===== config.mk =====
export PLATFORM = sky130hd
export DESIGN_NAME = addsub_disp_mux_flat
export DESIGN_NICKNAME = d
export VERILOG_FILES = /design/src/rtl/disp_pkg.sv /design/src/rtl/addsub_disp_mux_if.sv /design/src/rtl/bin2bcd_seq.sv /design/src/rtl/addsub_disp_mux.sv /design/src/flat_wrapper.sv
export SDC_FILE = /design/constraint.sdc
export NUM_CORES = 1
export LEC_CHECK = 0
export BUFFER_PORTS_ARGS = -buffer_cell sky130_fd_sc_hd__buf_2
export CAP_MARGIN = 0
export CORE_ASPECT_RATIO = 1.75
export CORE_UTILIZATION = 55
export CTS_CLUSTER_DIAMETER = 50
export CTS_CLUSTER_SIZE = 25
export DETAILED_ROUTE_END_ITERATION = 12
export GPL_TIMING_DRIVEN = 0
export PLACE_DENSITY = 0.77
export SYNTH_ARGS = -nofsm -noshare
export SYNTH_HDL_FRONTEND = slang
export SYNTH_SLANG_ARGS = --single-unit

===== constraint.sdc =====
create_clock -name CLK -period 2.2 [get_ports CLK]
set_input_delay 0.66 -clock CLK [delete_from_list [all_inputs] [get_ports CLK]]
set_output_delay 0.66 -clock CLK [all_outputs]
set_load 0.03 [all_outputs]

===== src/rtl/disp_pkg.sv =====
// Shared constants, glyph table and FSM encoding for the add/sub 7-segment display path.
package disp_pkg;

  localparam logic [6:0] SEG_BLANK = 7'b1111111;
  localparam logic [6:0] SEG_MINUS = 7'b1111110;

  typedef enum logic [1:0] {IDLE, LOAD, SHIFT, COMMIT} state_e;

  // Active-low {a,b,c,d,e,f,g}; codes above 9 cannot occur and map to blank.
  function automatic logic [6:0] bcd_to_seg(input logic [3:0] d);
    logic [6:0] seg;
    case (d)
      4'd0:    seg = 7'b0000001;
      4'd1:    seg = 7'b1001111;
      4'd2:    seg = 7'b0010010;
      4'd3:    seg = 7'b0000110;
      4'd4:    seg = 7'b1001100;
      4'd5:    seg = 7'b0100100;
      4'd6:    seg = 7'b0100000;
      4'd7:    seg = 7'b0001111;
      4'd8:    seg = 7'b0000000;
      4'd9:    seg = 7'b0000100;
      default: seg = SEG_BLANK;
    endcase
    return seg;
  endfunction

  function automatic longint unsigned pow10(input int unsigned n);
    longint unsigned r;
    r = 64'd1;
    for (int unsigned i = 0; i < n; i++) begin
      r = r * 64'd10;
    end
    return r;
  endfunction

endpackage


===== src/rtl/addsub_disp_mux_if.sv =====
// Operand inputs and display pin outputs of the add/sub display block.
interface addsub_disp_mux_if #(
  parameter int unsigned W     = 8,
  parameter int unsigned N_BCD = 3
);
  logic signed [W-1:0] A;
  logic signed [W-1:0] B;
  logic                OP;
  logic [6:0]          SEG;
  logic [N_BCD:0]      AN;
  logic                BUSY;

  modport master (output A, B, OP, input SEG, AN, BUSY);
  modport slave  (input A, B, OP, output SEG, AN, BUSY);
endinterface


===== src/rtl/bin2bcd_seq.sv =====
// Iterative double-dabble converter: i_start loads the binary value, then one bit per cycle.
module bin2bcd_seq #(
  parameter int unsigned W     = 8,
  parameter int unsigned N_BCD = 3
) (
  input  logic             i_clk,
  input  logic             i_rst_n,
  input  logic             i_start,
  input  logic [W:0]       i_bin,
  output logic             o_done,
  output logic [4*N_BCD-1:0] o_bcd
);

  localparam int unsigned BW   = W + 1;
  localparam int unsigned BCDW = 4 * N_BCD;
  localparam int unsigned CW   = $clog2(BW + 1);

  logic [BW-1:0]   r_bin;
  logic [BCDW-1:0] r_bcd;
  logic [CW-1:0]   r_cnt;
  logic [BCDW-1:0] w_adj;

  always_comb begin
    w_adj = r_bcd;
    for (int i = 0; i < int'(N_BCD); i++) begin
      if (r_bcd[4*i +: 4] >= 4'd5) begin
        w_adj[4*i +: 4] = r_bcd[4*i +: 4] + 4'd3;
      end
    end
  end

  always_ff @(posedge i_clk or negedge i_rst_n) begin
    if (!i_rst_n) begin
      r_bin <= '0;
      r_bcd <= '0;
      r_cnt <= '0;
    end else if (i_start) begin
      r_bin <= i_bin;
      r_bcd <= '0;
      r_cnt <= CW'(BW);
    end else if (r_cnt != '0) begin
      r_bcd <= BCDW'({w_adj, r_bin[BW-1]});
      r_bin <= {r_bin[BW-2:0], 1'b0};
      r_cnt <= r_cnt - CW'(1);
    end
  end

  // High during the final shift cycle, so o_bcd is complete on the following cycle.
  assign o_done = (r_cnt == CW'(1));
  assign o_bcd  = r_bcd;

endmodule


===== src/rtl/addsub_disp_mux.sv =====
// Signed add/sub of two operands shown on a multiplexed common-anode 7-segment display.
module addsub_disp_mux #(
  parameter int unsigned W           = 8,
  parameter int unsigned N_BCD       = 3,
  parameter int unsigned REFRESH_DIV = 50000,
  parameter int unsigned BLANK_LZ    = 1
) (
  input logic               CLK,
  input logic               RST_N,
  addsub_disp_mux_if.slave  io_bus
);

  import disp_pkg::*;

  localparam int unsigned CNTW = (REFRESH_DIV > 1) ? $clog2(REFRESH_DIV) : 1;
  localparam int unsigned IDXW = (N_BCD > 0) ? $clog2(N_BCD + 1) : 1;

  if (pow10(N_BCD) <= (64'd1 << W)) begin : g_bad_bcd
    $error("N_BCD digits cannot hold the largest magnitude 2^W");
  end
  if (REFRESH_DIV < 2) begin : g_bad_div
    $error("REFRESH_DIV must be at least 2");
  end

  logic [W:0]               w_a_ext, w_b_ext, w_res, w_mag;
  logic                     w_sign;
  logic                     w_start, w_done;
  logic [4*N_BCD-1:0]       w_bcd;
  logic [N_BCD:0]           w_show;
  logic                     w_any_nz;
  logic [N_BCD:0][6:0]      w_pat, w_disp_d;
  logic                     w_tick;
  logic [IDXW-1:0]          w_idx_d;

  state_e                   r_state;
  logic                     r_sign, r_busy;
  logic [N_BCD:0][6:0]      r_disp;
  logic [CNTW-1:0]          r_ref_cnt;
  logic [IDXW-1:0]          r_idx;
  logic [N_BCD:0]           r_an;
  logic [6:0]               r_seg;

  // W+1 bit arithmetic cannot overflow; the magnitude of -2^W still fits unsigned.
  assign w_a_ext = {io_bus.A[W-1], io_bus.A};
  assign w_b_ext = {io_bus.B[W-1], io_bus.B};
  assign w_res   = io_bus.OP ? (w_a_ext - w_b_ext) : (w_a_ext + w_b_ext);
  assign w_sign  = w_res[W];
  assign w_mag   = w_sign ? -w_res : w_res;
  assign w_start = (r_state == LOAD);

  bin2bcd_seq #(
    .W     (W),
    .N_BCD (N_BCD)
  ) u_bin2bcd (
    .i_clk   (CLK),
    .i_rst_n (RST_N),
    .i_start (w_start),
    .i_bin   (w_mag),
    .o_done  (w_done),
    .o_bcd   (w_bcd)
  );

  // Sign lands just above the highest shown digit; with blanking off that is always N_BCD.
  always_comb begin
    w_any_nz = 1'b0;
    w_show   = '0;
    for (int i = int'(N_BCD) - 1; i >= 0; i--) begin
      w_any_nz  = w_any_nz | (w_bcd[4*i +: 4] != 4'd0);
      w_show[i] = w_any_nz || (i == 0) || (BLANK_LZ == 0);
    end
    w_pat = {(N_BCD + 1){SEG_BLANK}};
    for (int p = 0; p < int'(N_BCD); p++) begin
      if (w_show[p]) begin
        w_pat[p] = bcd_to_seg(w_bcd[4*p +: 4]);
      end
    end
    for (int p = 1; p <= int'(N_BCD); p++) begin
      if (r_sign && w_show[p-1] && !w_show[p]) begin
        w_pat[p] = SEG_MINUS;
      end
    end
  end

  always_ff @(posedge CLK or negedge RST_N) begin
    if (!RST_N) begin
      r_state <= IDLE;
      r_sign  <= 1'b0;
      r_busy  <= 1'b0;
      r_disp  <= {(N_BCD + 1){SEG_BLANK}};
    end else begin
      case (r_state)
        IDLE: r_state <= LOAD;
        LOAD: begin
          r_sign  <= w_sign;
          r_busy  <= 1'b1;
          r_state <= SHIFT;
        end
        SHIFT: begin
          if (w_done) r_state <= COMMIT;
        end
        COMMIT: begin
          r_disp  <= w_pat;
          r_busy  <= 1'b0;
          r_state <= LOAD;
        end
        default: r_state <= IDLE;
      endcase
    end
  end

  assign w_disp_d = (r_state == COMMIT) ? w_pat : r_disp;
  assign w_tick   = (r_ref_cnt == CNTW'(REFRESH_DIV - 1));

  always_comb begin
    w_idx_d = r_idx;
    if (w_tick) begin
      w_idx_d = (r_idx == IDXW'(N_BCD)) ? '0 : r_idx + IDXW'(1);
    end
  end

  // AN and SEG both come from the next index so they switch on the same edge.
  always_ff @(posedge CLK or negedge RST_N) begin
    if (!RST_N) begin
      r_ref_cnt <= '0;
      r_idx     <= '0;
      r_an      <= '1;
      r_seg     <= SEG_BLANK;
    end else begin
      r_ref_cnt <= w_tick ? '0 : r_ref_cnt + CNTW'(1);
      r_idx     <= w_idx_d;
      r_an      <= ~({{N_BCD{1'b0}}, 1'b1} << w_idx_d);
      r_seg     <= w_disp_d[w_idx_d];
    end
  end

  assign io_bus.SEG  = r_seg;
  assign io_bus.AN   = r_an;
  assign io_bus.BUSY = r_busy;

endmodule


===== src/flat_wrapper.sv =====
// flat-port wrapper written by rule: the top's interface ports become plain ports
module addsub_disp_mux_flat import disp_pkg::*;
#(
  parameter int unsigned W           = 8,
  parameter int unsigned N_BCD       = 3,
  parameter int unsigned REFRESH_DIV = 50000,
  parameter int unsigned BLANK_LZ    = 1
)
  (CLK, RST_N, io_bus_A, io_bus_B, io_bus_OP, io_bus_SEG, io_bus_AN, io_bus_BUSY);
  addsub_disp_mux_if #(.W(W), .N_BCD(N_BCD)) io_bus_i ();
  input logic CLK;
  input logic RST_N;
  input wire logic [$bits(io_bus_i.A)-1:0] io_bus_A;
  input wire logic [$bits(io_bus_i.B)-1:0] io_bus_B;
  input wire logic [$bits(io_bus_i.OP)-1:0] io_bus_OP;
  output wire logic [$bits(io_bus_i.SEG)-1:0] io_bus_SEG;
  output wire logic [$bits(io_bus_i.AN)-1:0] io_bus_AN;
  output wire logic [$bits(io_bus_i.BUSY)-1:0] io_bus_BUSY;
  assign io_bus_i.A = io_bus_A;
  assign io_bus_i.B = io_bus_B;
  assign io_bus_i.OP = io_bus_OP;
  assign io_bus_SEG = io_bus_i.SEG;
  assign io_bus_AN = io_bus_i.AN;
  assign io_bus_BUSY = io_bus_i.BUSY;
  addsub_disp_mux #(.W(W), .N_BCD(N_BCD), .REFRESH_DIV(REFRESH_DIV), .BLANK_LZ(BLANK_LZ)) u_core (.CLK(CLK), .RST_N(RST_N), .io_bus(io_bus_i));
endmodule

Word-level counts from Yosys, hierarchy flattened
Memory sizes are Yosys's and may differ from the RTL's.
Index checks and enable logic that the tools add are counted.
Operators by class
  add/subtract/negate cells: 9
  $mul: 0
  div/mod/pow operators: 0
  $lt $le $gt $ge: 4
  equality and inequality tests: 7
  shift-type cells: 1
  multiplexer cells: 25
  bitwise logic cells: 2
  reductions and logical operators: 13
Operator list (count)
  9-bit two-way mux: 4
  7-bit two-way mux: 5
  28-bit two-way mux: 1
  12-bit two-way mux: 2
  16-bit by 1-bit adder with 16-bit output, second input constant: 1
  16-bit == test, second input constant: 1
  16-bit two-way mux: 1
  4-bit two-way mux: 4
  7-bit binary-select mux with 2-bit select: 1
  4-bit by 3-bit greater-or-equal comparator with 1-bit output, second input constant: 3
  4-bit nonzero test: 3
  8-bit by 8-bit adder with 9-bit output: 1
  9-bit negator: 1
  8-bit by 8-bit subtractor with 9-bit output: 1
  4-bit by 2-bit adder with 4-bit output, second input constant: 2
  2-bit == test, second input constant: 3
  2-bit two-way mux: 3
  2-bit case mux with 3 select lines: 1
  4-bit by 1-bit == test with 1-bit output, second input constant: 1
  1-bit logical AND: 4
  4-bit inverter: 1
  2-bit nonzero test: 2
  1-bit by 2-bit << shifter with 4-bit output, first input constant: 1
  4-bit by 1-bit subtractor with 4-bit output, second input constant: 1
  other kinds (12): 13
Storage, ports and cells
  bits in registers: 86
  latch bits: 0
  memory bits (writable): 0
  ROM bits: 336
  input port bits: 19
  word-level logic and storage cells: 78
  memories: 3
Memories
  (no name shown): words 16, bits a word 7, read ports 1, clocked after Yosys merged registers in 0, wr ports 0, line disp_pkg.sv:12  | case (d)
  (no name shown): words 16, bits a word 7, read ports 1, clocked after Yosys merged registers in 0, wr ports 0, line disp_pkg.sv:12
  (no name shown): words 16, bits a word 7, read ports 1, clocked after Yosys merged registers in 0, wr ports 0, line disp_pkg.sv:12

Depth between registers and ports, before layout
Gate-level depths: netlist (run 1).
  word-level depth: 8
  gate-level depth with buffers: 13
  mapped depth without buffers: 12

Modules after synthesis
Synthesis (run 1) repeated with hierarchy kept, for this count alone.
Second synthesis, totals
  cells, all modules: 560
  area, all modules: 5440.2 µm²
Modules (own cells, without submodules)
  addsub_disp_mux: instances 1, cells each 403, area an instance 3941.3 µm², seq. area each 1575.3 µm²
  bin2bcd_seq: instances 1, cells each 157, area an instance 1498.9 µm², seq. area each 625.6 µm²

Worst setup path before layout (run 1)
No wires, ideal clock.
  kind: input to register
  start: input port io_bus_B[0]
  end: register u_core.u_bin2bcd.r_bin[7]
  arrival: 2.954 ns
  data required time: 2.118 ns
  path slack: -0.836 ns
  cell stages on the path: 10
  path buffers: 0
  path through: inv_1 ha_1 mux2_2 fa_1 xor2_1 nand3_1 or3_1 and3b_1 o211ai_1 a31oi_1
Between the ends
  cells in the longest elaborated chain, start to end: 5
  elaborated cells on any way between the ends: 6
RTL lines
  start, declared: line flat_wrapper.sv:14  | input wire logic [$bits(io_bus_i.B)-1:0] io_bus_B;
  8-bit by 8-bit adder with 9-bit output / 8-bit by 8-bit subtractor with 9-bit output (equally long branches): line addsub_disp_mux.sv:46  | assign w_res = io_bus.OP ? (w_a_ext - w_b_ext) : (w_a_ext + w_b_ext);
  9-bit two-way mux *: line addsub_disp_mux.sv:46
  9-bit negator: line addsub_disp_mux.sv:48  | assign w_mag = w_sign ? -w_res : w_res;
  9-bit two-way mux *: line addsub_disp_mux.sv:48
  9-bit two-way mux *: line bin2bcd_seq.sv:37  | end else if (i_start) begin
  end signal, assigned: line bin2bcd_seq.sv:38  | r_bin <= i_bin;
  end signal, assigned: line bin2bcd_seq.sv:43  | r_bin <= {r_bin[BW-2:0], 1'b0};
  end, declared: line bin2bcd_seq.sv:18  | logic [BW-1:0] r_bin;
Every way passes the cells marked *; elsewhere a longest branch is shown, timed or not.
A chain may end at the register's enable or synchronous reset.

Worst setup path after layout (run 1)
  start: input port io_bus_B[2]
  end: register u_core.u_bin2bcd.r_bin[6]
The elaborated chain is that of the path after synthesis.

==> results of run 1 <==
worst max-delay path by stage:
stage,startpoint,to,cells after the start
after detailed placement,io_bus_B[1],u_core.u_bin2bcd.r_bin[7],11
after global placement,io_bus_B[1],u_core.u_bin2bcd.r_bin[7],11
after floorplan,io_bus_B[1],u_core.u_bin2bcd.r_bin[7],11
after global routing,io_bus_B[2],u_core.u_bin2bcd.r_bin[7],13
final,io_bus_B[2],u_core.u_bin2bcd.r_bin[6],12
after CTS,io_bus_B[1],u_core.u_bin2bcd.r_bin[7],12
cells in the mapped netlist (all sizes together), types with 2 or more instances:
master | count | area (um2)
o211ai | 7 | 52.6
xor2 | 13 | 114
a221oi | 3 | 38.8
nor4 | 2 | 18.8
nor2b | 4 | 25.0
nor2 | 58 | 218
nand2b | 7 | 43.8
a311oi | 2 | 17.5
ha | 33 | 413
nand2 | 62 | 235
and4 | 2 | 17.5
nand4 | 4 | 25.0
and3 | 12 | 75.1
dfstp | 39 | 1020
o21bai | 3 | 22.5
nand3b | 3 | 22.5
nor3 | 15 | 80.1
a31oi | 13 | 81.3
or3 | 4 | 25.0
a211oi | 5 | 37.5
a211o | 2 | 17.5
mux2i | 12 | 120
mux2 | 6 | 67.6
o21ai | 24 | 120
o22a | 4 | 35.0
a21oi | 43 | 215
or2 | 7 | 43.8
dfrtp | 47 | 1180
a21o | 6 | 45.0
clkbuf | 20 | 78.8
nand3 | 13 | 70.1
nor3b | 3 | 22.5
xnor2 | 18 | 158
buf | 7 | 40.0
inv | 34 | 128
and2 | 3 | 21.3
cells by family after synthesis:
family	after synthesis
compound gates	123
xor+xnor	31
fa+ha+maj	34
buf+inv	62
flops	86
mux	18
simple gates	201
cell type report:
type,instances,area share
Buffer,27,0.0249
Clock buffer,11,0.0367
Clock inverter,5,0.00514
Inverter,35,0.0235
Multi-Input combinational cell,407,0.471
Sequential cell,86,0.348
Tap cell,120,0.0237
Timing Repair Buffer,55,0.0672
critical path, stage by stage:
cell      delay, ns
buf_2          0.15
nor3_4         0.17
a21oi_1        0.10
xnor2_1        0.19
ha_2           0.36
nor3b_2        0.17
a31oi_1        0.16
o21ai_1        0.12
a311oi_2       0.29
nand4_1        0.25
and2_4         0.22
a221oi_2       0.21
sequential cells by signal, summed over array words and instances, names as in the netlist, 2 cells and up:
signal and cells:
u_core.io_bus.SEG 7, u_core.r_disp 28, u_core.io_bus.AN 4, u_core.u_bin2bcd.r_cnt 4, u_core.u_bin2bcd.r_bin 9, u_core.u_bin2bcd.o_bcd 12, u_core.r_ref_cnt 16, u_core.r_idx 2
u_core.r_state 2
per-layer routing:
layer  share of wire  wire [um]
met4           0.039        478
met1            0.35       4370
met3           0.024        300
met5               0          0
met2            0.58       7190
report_power, final:
group / switching, uW / internal, uW
Combinational: 855 / 646
Sequential: 127 / 2060
Clock: 611 / 767
timing repair:
action / CTS / global route
gates resized for setup: 59 / 31
endpoints found under the setup margin: 22 / 19
buffers inserted: 16 / 8
hold buffers: 0 / 0
pin swaps: 29 / 22
gates cloned: 2 / 0
endpoints found under the hold margin: 0 / 0
per-stage QoR:
stage	setup TNS (ns)	hold WS (ns)	area [um2]	utilization	power, uW
2_1_floorplan	-4.45	0.364	5190	-	3130
3_3_place_gp	-18.66	0.467	5480	0.607	3400
3_5_place_dp	-12.13	0.479	5510	0.610	3460
4_1_cts	-5.01	0.222	6160	0.681	4960
5_1_grt	-6.34	0.235	6330	0.701	5330
6_report	-4.96	0.213	6330	0.701	5060
==> summary.txt, run 1 <==
Layout
  – Area of the multi-input gates: 2980 um2
  – Synth-to-layout area growth: 24.7%
  – Most common cell after layout, fill and taps aside: nand2_1
  – NumNets Final: just under 700
  – N_diodes: 0
  – Most frequent cells in the layout: 53 x nand2_1, 52 x nor2_1, 46 x dfrtp_1
  – Non-filler instance count after layout: 746
  – # fillers: between 600 and 700
  – Share of layout cells above drive strength 1: 0.315
  – Sequential cell area: 2200 um2

Clock tree
  – Clock sink count: 86
  – Clock Latency Late Sink: 0.35 ns
  – CTS H-tree depth: 3
  – CTS tree: done
  – Clk Tree Root Cell: clkbuf_16
  – CTS buffer count: 9
  – Clock slew at reported path FFs: about 0.060 ns
  – CTS Buffer Depth: 2

Yosys
  – Simple logic cell fraction of the synthesized area: 0.189
  – Ys Warns: 0
  – Post-Synth Adder-Cell Area: 0.0853
  – XOR/XNOR Fraction of Synth Area: 0.0535
  – Largest family of logic cells by synthesized area: simple AND/OR/NAND/NOR gates
  – Syn Nets: 608
  – Complex-gate fraction of the synthesized area: 0.152
  – Post-Syn Instances: between 500 and 600
  – Syn avg cell area: 9.15 um2
  – Mapped cell area: 5080 um2
  – Post-synth ARST share: 1.00
  – Synth cell types: 64
  – Synth Flop Type: dfrtp_1
  – EDFF count, synth: 0
  – Sequential fraction of the synthesis area: 0.433
  – Mux cell area share after synthesis: 0.0370
  – Register bit count reported by yosys: 86

Status
  – Outcome: finished, violations left
  – Failing checks: setup timing

Timing
  – Final setup slack of the worst path: -0.606 ns
  – Slew Viols, Final: 0
  – Worst-Margin Slew: between 0.6 and 0.7 ns
  – Final hold viol count: 0
  – Period utilization: 1.28
  – Final setup fails: 16
  – Rel. slew slack: 0.584
  – RSZ-0062 raised after global routing: true
  – Min Tclk post-route: 2.81 ns
  – FMAX: 356 MHz
  – Clock skew: 0.00465 ns

Drt
  – DR vias/cell: 5.74
  – Vias: 4281
  – Initial DRC Count: 139
  – Final WL: approximately 12 mm
  – Post-route ant nets: 0
  – Pre-Repair DR Iteration Count: 4
  – Wirelength per Cell: 16.5 um
  – DRC Markers: 0

Placed design
  – DPL Wire Length: roughly 8.2 mm
  – Post-Place Cells: 705
  – Routability cong.: 0.839
  – Buffers on Ports: 29
  – Pre-CTS WS: -1.13 ns

GRT
  – GRT Overall Usage: 0.264
  – Met2 Usage GRT: 0.508
  – Vias in the first global route: 4264
  – First-pass GRT wire length: 19.1 mm
  – Largest net degree at the start of global routing: 64
  – Total grt overflow: 0
  – GRT Max-Usage Layer: met2
  – Initial antenna violation count: 0
  – Met1 track demand over resource: 0.251
  – Grt met3 use: 0.0428

Min path
  – Hold Crit Class: in2async

Power and ir drop
  – VDD IR-drop max: between 0.0005 and 0.0006 V
  – Power per standard cell area: approximately 800 nW/um2
  – Leak: between 0.002 and 0.003 uW

Job
  – Max Cap Violations: 0

Setup path
  – R2r endpoint: u_core.io_bus.SEG[0]
  – Type of origin of the critical path: input pin
  – CP Capture Type: flop
  – Crit path DAT: 3.06 ns
  – Reg-to-Reg Start: u_core.r_ref_cnt[11]
  – Critical Path RT: 2.45 ns
  – Setup CP Type: in2reg
  – R2r worst-path depth: 9
  – Flop2flop setup slack: -0.07 ns
  – Worst-path fanout max: 7

Floorplanning
  – Die Y: 129 um
  – Die X: 74.6 um
  – Io pins: 31
  – Starting Density: 0.562
  – Core box area: 9040 um2
  – Num rows: 46
  – Die footprint: 9640 um2
No activity file was read; power rests on OpenSTA's default activity.
==> run 2: changes to the inputs <==
--- a/config.mk
+++ b/config.mk
@@ -5,15 +5,16 @@
 export SDC_FILE = /design/constraint.sdc
 export NUM_CORES = 1
 export LEC_CHECK = 0
+export ABC_AREA = 1
 export BUFFER_PORTS_ARGS = -buffer_cell sky130_fd_sc_hd__buf_2
 export CAP_MARGIN = 0
 export CORE_ASPECT_RATIO = 1.75
-export CORE_UTILIZATION = 55
+export CORE_UTILIZATION = 56
 export CTS_CLUSTER_DIAMETER = 50
 export CTS_CLUSTER_SIZE = 25
 export DETAILED_ROUTE_END_ITERATION = 12
 export GPL_TIMING_DRIVEN = 0
-export PLACE_DENSITY = 0.77
+export PLACE_DENSITY = 0.78
 export SYNTH_ARGS = -nofsm -noshare
 export SYNTH_HDL_FRONTEND = slang
 export SYNTH_SLANG_ARGS = --single-unit
==> run 2 against run 1 <==
Compared with the run above: the run still ends with setup timing left; total power up 0.63%; cell count up 13%; non-clock buffer count down 25; largest power group unchanged; die area up 0.93%; synthesized cell count up 20%; highest routed layer unchanged; sequential share of layout area up 0.056 points; routed wire length down 0.19%; clock power up 11%; combinational power down 6%; sequential power about the same; area after synthesis up 2.8%; critical path type unchanged.
==> summary.txt, run 2 <==
Power and ir drop
  – Switch share: 0.318
  – Gate power share: 0.277
  – Sw Pwr: ~1600 uW
  – Power per standard cell area: 806 nW/um2
  – Internal Power: 3470 uW
  – VDD IR-drop max: ~0.0006 V
  – Final Power: 5090 uW
  – Clock power frac: 0.300
  – Leak: about 0.0031 uW
  – Seq pwr share: 0.424

Drt
  – Initial DRC Count: about 220
  – Wirelength per Cell: 14.6 um
  – Pre-Repair DR Iteration Count: 6
  – DR vias/cell: 5.51
  – Post-route ant nets: 0
  – Vias: ~4.7k
  – DRC Markers: 0
  – Final WL: 12.3 mm

Clock tree
  – CTS tree: done
  – Clk Tree Root Cell: clkbuf_16
  – Clock sink count: 86
  – CTS H-tree depth: 3
  – CTS Buffer Depth: 2
  – CTS buffer count: 9
  – Clock slew at reported path FFs: roughly 0.060 ns
  – Clock Latency Late Sink: 0.35 ns

Job
  – Max Cap Violations: 0

Yosys
  – Largest family of logic cells by synthesized area: simple AND/OR/NAND/NOR gates
  – Syn Nets: 721
  – XOR/XNOR Fraction of Synth Area: 0.0235
  – Synth Flop Type: dfrtp_1
  – Syn avg cell area: 7.81 um2
  – Ys Warns: 0
  – Post-Syn Instances: 668
  – Mapped cell area: 5220 um2
  – Complex-gate fraction of the synthesized area: 0.129
  – EDFF count, synth: 0
  – Yosys top cell area share: 0.225
  – Simple logic cell fraction of the synthesized area: 0.240
  – Post-Synth Adder-Cell Area: 0.0830
  – Synth cell types: 47
  – Largest cells by area after synthesis: dfrtp_1 23%, dfstp_2 20%, nand2_1 8.9%, inv_1 8.1%, ha_1 7.9%
  – Mux cell area share after synthesis: 0
  – Most numerous cell in the Yosys netlist: nand2_1
  – Sequential fraction of the synthesis area: 0.422
  – Post-synth top cells: 124 x nand2_1, 113 x inv_1, 67 x nor2_1
  – Post-synth ARST share: 1.00
  – Register bit count reported by yosys: 86
  – Synth area leader: dfrtp_1

GRT
  – Vias in the first global route: 4611
  – GRT Overall Usage: 0.269
  – Met2 Usage GRT: 0.508
  – Total grt overflow: 0
  – GRT Max-Usage Layer: met2
  – Grt met3 use: 0.0332
  – Initial antenna violation count: 0
  – Largest net degree at the start of global routing: just over 70
  – First-pass GRT wire length: 19.8 mm
  – Met1 track demand over resource: 0.256

Floorplanning
  – Die Y: 130 um
  – Starting Density: 0.578
  – Io pins: 31
  – Die X: 75.0 um
  – Die footprint: approximately 10000 um2
  – Core box area: 9040 um2
  – Num rows: 46

Layout
  – Synth-to-layout area growth: 21.1%
  – # fillers: 710
  – Final instance area: 6320 um2
  – Max FFs per register: 28
  – Share of layout cells above drive strength 1: 0.264
  – NumNets Final: 774
  – N_diodes: 0
  – Register with the most flip-flops: u_core.r_disp
  – Most frequent cells in the layout: 108 x nand2_1, 103 x inv_1, 61 x nor2_1
  – Most common cell after layout, fill and taps aside: nand2_1

Setup path
  – CP dominant cell by count: nand2_2
  – Setup CP Type: in2reg
  – Critical Path RT: 2.43 ns
  – CP peak stage delay: 0.27 ns
  – CP Capture Type: flop
  – Worst-path fanout max: 6
  – Worst path top cell family by delay: simple AND/OR/NAND/NOR gates
  – Crit path DAT: 2.77 ns
  – WP buf/inv: 6
  – Crit-path cells: buf_12 -> nor3_4 -> buf_4 -> nor2_2 -> xor2_1 -> inv_1 -> ha_4 -> nand2_2 -> nand2_2 -> inv_2 -> nand2_2 -> nand2_2 -> nand3_4 -> inv_4 -> nand3_4 -> nand2_4 -> buf_6 -> nand3_2 -> nand3_1 -> nand3_1
  – Type of origin of the critical path: input pin
  – Highest-delay cell along the critical path: ha_4

Timing
  – Rel. slew slack: 0.599
  – Worst-Margin Slew: 0.601 ns
  – FMAX: 394 MHz
  – Hold WS: 0.171 ns
  – Final hold viol count: 0
  – Final setup slack of the worst path: -0.341 ns
  – Period utilization: 1.15
  – RSZ-0062 raised after global routing: true
  – Slew Viols, Final: 0
  – Min Tclk post-route: 2.54 ns
  – Fin Setup TNS: -2.64 ns
  – Final setup fails: 9
  – Clock skew: 0.00685 ns

Placed design
  – DPL Wire Length: approximately 8.9 mm
  – Buffers on Ports: 29
  – Pre-CTS WS: -1.08 ns
  – Routability cong.: 0.865
  – Post-DP Area: between 5000 and 6000 um2

Status
  – Failing checks: setup timing
  – Outcome: finished, violations left

Min path
  – Hold Crit Class: in2async
## run 2: final timing paths
check	end	slack [ns]	depth (start not counted)	startpoint
setup / recovery	u_core.u_bin2bcd.r_bin[4]	-0.34	20	io_bus_B[0]
hold / removal	u_core.r_ref_cnt[7]	0.17	1	RST_N
setup reg to reg	u_core.u_bin2bcd.o_bcd[9]	0.18	8	u_core.u_bin2bcd.r_cnt[0]
hold reg to reg	u_core.r_ref_cnt[0]	0.47	1	u_core.r_ref_cnt[0]
max in group asynchronous	u_core.r_disp[1]	1.39	2	RST_N
min in group CLK	u_core.r_ref_cnt[0]	0.47	1	u_core.r_ref_cnt[0]
## run 2: area by class of cell
type                       instances  area, um2  share of cell area
buffer                            15       86.3              0.0137
tap                              120        150              0.0238
timing repair buffer              42        299              0.0473
sequential                        86       2200               0.348
clock buffer                      13        282              0.0445
clock inverter                     3       23.8             0.00376
multi-input combinational        447       2800               0.443
inverter                         120        478              0.0756
## run 2: cells by family (layout without fill, tap and decap cells)
| kind of cell | count (synthesis) | after routing |
|---|---|---|
| AND/OR/NAND/NOR | 282 | 282 |
| buffers and inverters | 135 | 193 |
| AO/OA/AOI/OAI | 117 | 117 |
| flip-flops | 86 | 86 |
| adder cells (fa/ha/maj) | 34 | 34 |
| XOR/XNOR | 14 | 14 |
## run 2: layer usage
layer | vias to the layer above | wire (um) | share of wire
met3 | 52 | 342 | 0.028
met4 | 0 | 767 | 0.062
met1 | 2199 | 4380 | 0.36
met2 | 133 | 6820 | 0.55
met5 | - | 0 | 0
li1 | 2276 | - | -
## run 2: power groups by stage
stage                     sequential, uW  clock (uW)  combinational [uW]
final                               2160        1530                1410
after floorplan                     2300           0                 735
after global placement              2170           0                1160
after CTS                           2160        1530                1310
after detailed placement            2180           0                1190
after global routing                2190        1590                1550
## run 2: repair_timing
item                       in CTS  in global routing
setup endpoints to repair       9                 13
hold buffers                    0                  0
buffers inserted                7                  4
cloned                          1                  0
gates resized for setup        40                 34
pin swaps                      24                 19
## run 2: stage by stage
stage | utilization | instances
after floorplan | - | 668
after global placement | 0.623 | 817
after detailed placement | 0.627 | 818
after CTS | 0.685 | 842
after global routing | 0.699 | 846
final | 0.699 | 846
==> run 3: changes to the inputs <==
--- a/config.mk
+++ b/config.mk
@@ -17,4 +17,5 @@
 export PLACE_DENSITY = 0.78
 export SYNTH_ARGS = -nofsm -noshare
 export SYNTH_HDL_FRONTEND = slang
+export SYNTH_HIERARCHICAL = 1
 export SYNTH_SLANG_ARGS = --single-unit
==> run 3 against run 2 <==
Compared with the run above: largest cell class unchanged; non-clock buffer count fell by 5; highest routed layer unchanged; largest power group unchanged; die area up 4.1%; the flow still finishes with violations (setup timing); sequential power about the same; via count is 1.4% higher.
==> summary.txt, run 3 <==
Status
  – Outcome: finished, violations left
  – Failing checks: setup timing

Drt
  – DRC Markers: 0
  – Wirelength per Cell: 13.8 um
  – Final WL: 12.3 mm
  – Initial DRC Count: 295
  – DR vias/cell: 5.31
  – Vias: 4725
  – Pre-Repair DR Iteration Count: 4
  – Post-route ant nets: 0

GRT
  – GRT Overall Usage: 0.260
  – Vias in the first global route: roughly 5k
  – Largest net degree at the start of global routing: between 40 and 50
  – Total grt overflow: 0
  – Initial antenna violation count: 0
  – First-pass GRT wire length: 21.0 mm

Min path
  – Hold Crit Class: in2async

Timing
  – Slew Viols, Final: 0
  – Clock skew: 0.00592 ns
  – Min Tclk post-route: 2.69 ns
  – Rel. slew slack: 0.616
  – Period utilization: 1.22
  – Worst-Margin Slew: a little under 0.6 ns
  – RSZ-0062 raised after global routing: true
  – Final setup slack of the worst path: -0.487 ns
  – FMAX: 372 MHz
  – Final setup fails: 9
  – Final hold viol count: 0
  – Fin Setup TNS: -3.79 ns

Yosys
  – EDFF count, synth: 0
  – Most numerous cell in the Yosys netlist: nand2_1
  – Post-Syn Instances: 710
  – Synth Flop Type: dfrtp_1
  – Yosys top cell area share: 0.216
  – Synth cell types: 40
  – Syn Nets: approximately 770
  – Post-synth ARST share: 1.00
  – Synth area leader: dfrtp_1
  – Ys Warns: 6
  – Largest cells by area after synthesis: dfrtp_1 22%, dfstp_2 19%, nand2_1 13%, ha_1 9.0%, inv_1 7.8%
  – Mapped cell area: 5440 um2
  – Sequential fraction of the synthesis area: 0.405
  – Post-synth top cells: 184 x nand2_1, 113 x inv_1, 68 x nand3_1
  – Register bit count reported by yosys: 86
  – Syn avg cell area: ~7.7 um2

Layout
  – NumNets Final: 822
  – Max FFs per register: 28
  – Non-filler instance count after layout: 890
  – Most common cell after layout, fill and taps aside: nand2_1
  – Most frequent cells in the layout: 175 x nand2_1, 108 x inv_1, 65 x nand3_1
  – N_diodes: 0
  – Share of layout cells above drive strength 1: 0.228
  – Area of the multi-input gates: 2880 um2
  – Register with the most flip-flops: u_core/r_disp
  – # fillers: 758
  – Sequential cell area: between 2000 and 2500 um2
  – Synth-to-layout area growth: 17.6%

Clock tree
  – CTS buffer count: 9
  – CTS Hold Bufs: 0
  – CTS H-tree depth: 3
  – Clk Tree Root Cell: clkbuf_16
  – Clock Latency Late Sink: 0.34 ns
  – CTS tree: done
  – CTS Buffer Depth: 2
  – Clock sink count: 86
  – Clock slew at reported path FFs: 0.06 ns

Power and ir drop
  – Power per standard cell area: 785 nW/um2
  – Seq pwr share: 0.424
  – Switch share: 0.310
  – Sw Pwr: 1550 uW
  – Leak: 0.00325 uW
  – Clock power frac: 0.314
  – Internal Power: 3460 uW
  – Gate power share: 0.262
  – VDD IR-drop max: 0.000539 V
  – Final Power: 5020 uW

Setup path
  – CP dominant cell by count: nand2_1
  – CP Launch Point: io_bus_B[1]
  – R2r worst-path depth: 9
  – Reg-to-Reg Start: u_core/r_state[0]
  – CP Capture Type: flop
  – Type of origin of the critical path: input pin
  – Highest-delay cell along the critical path: ha_4
  – Crit path DAT: roughly 3.0 ns
  – CP peak stage delay: around 0.30 ns
  – Critical Path RT: 2.46 ns
  – Setup CP Type: in2reg
  – Worst-path fanout max: 5
  – Crit-path cells: buf_12 -> inv_12 -> ha_4 -> nand2_4 -> nor2_4 -> nor2_4 -> a21oi_2 -> xnor2_1 -> inv_1 -> ha_4 -> inv_4 -> nor3_4 -> nand2_1 -> nand3_2 -> nand3_2 -> nand2_4 -> buf_6 -> nand2_2 -> nor2_1 -> nand2_1 -> nand2_1 -> nand2_1 -> o21ai_1

Floorplanning
  – Io pins: 31
  – Die Y: 132 um
  – Num rows: 47
  – Starting Density: 0.574
  – Die footprint: 10100 um2
  – Core box area: ~9500 um2
  – Die X: 76.5 um

Placed design
  – Pre-CTS WS: -1.07 ns
  – Post-Place Cells: ~860
  – Routability cong.: between 0.9 and 1
  – DPL Wire Length: 9.16 mm
  – Buffers on Ports: 29

Job
  – Max Cap Violations: 0
-- run 3: cell types whose count changed after synthesis, moves of 6 or more --
| cell | previous run | this run |
|---|---|---|
| o21ai_0 | 38 | 27 |
| nand3_1 | 54 | 68 |
| nor2_1 | 67 | 55 |
| ha_1 | 33 | 39 |
| o22ai_1 | 16 | 6 |
| or2_2 | 1 | 7 |
| nand2_1 | 124 | 184 |
-- run 3: per-layer routing --
metal  routed length [um]  global-route usage
met2                 6880               0.509
met4                  677               0.169
met5                    0                   0
met3                  277              0.0401
met1                 4420               0.241
-- run 3: cell type report --
| class | count | area share |
|---|---|---|
| Multi-Input combinational cell | 495 | 0.450 |
| Sequential cell | 86 | 0.344 |
| Inverter | 119 | 0.0738 |
| Clock buffer | 14 | 0.0479 |
| Timing Repair Buffer | 42 | 0.0452 |
| Tap cell | 122 | 0.0239 |
| Buffer | 10 | 0.0121 |
| Clock inverter | 2 | 0.00274 |
-- run 3: logic make-up (layout without fill, tap and decap cells) --
kind of cell,after synthesis,in the layout,share of synthesized area
simple gates,351,351,0.291
buf+inv,129,187,0.0959
compound gates,90,90,0.0925
flops,86,86,0.405
fa+ha+maj,40,40,0.0934
xor+xnor,14,14,0.0225
-- run 3: path summary, 6_finish.rpt --
| kind | slack [ns] | endpoint |
|---|---|---|
| max | -0.49 | u_core/u_bin2bcd/r_bin[8] |
| min | 0.34 | u_core/u_bin2bcd/o_bcd[2] |
| max reg2reg | 0.18 | u_core/io_bus.SEG[2] |
| min reg2reg | 0.46 | u_core/r_ref_cnt[0] |
| max in group asynchronous | 1.22 | u_core/r_disp[8] |
| min in group CLK | 0.46 | u_core/r_ref_cnt[0] |
-- run 3: power by group through the flow --
stage | clock [uW] | sequential [uW] | combinational (uW)
floorplan | 0 | 2260 | 746
global placement | 0 | 2140 | 1150
detailed placement | 0 | 2150 | 1200
CTS | 1600 | 2130 | 1290
global route | 1670 | 2160 | 1460
finish | 1580 | 2130 | 1310
-- run 3: timing repair --
| item | in CTS | in global routing |
|---|---|---|
| setup endpoints to repair | 9 | 9 |
| cloned | 1 | 0 |
| pin swaps | 21 | 8 |
| resized for setup | 29 | 12 |
| setup buffers | 9 | 2 |
-- run 3: through the flow --
step | hold WS [ns] | area (um2) | util
6_report | 0.335 | 6390 | 0.675
5_1_grt | 0.365 | 6390 | 0.675
4_1_cts | 0.335 | 6360 | 0.671
3_5_place_dp | 0.457 | 5860 | 0.618
3_3_place_gp | 0.446 | 5830 | 0.616
2_1_floorplan | 0.364 | 5540 | -
-- run 3: worst max-delay path, delay by kind of cell --
kind	cells	cell delay [ns]
XOR/XNOR	1	0.13
AO/OA/AOI/OAI	2	0.18
buffers and inverters	5	0.42
AND/OR/NAND/NOR	13	1.10
adder cells (fa/ha/maj)	2	0.43
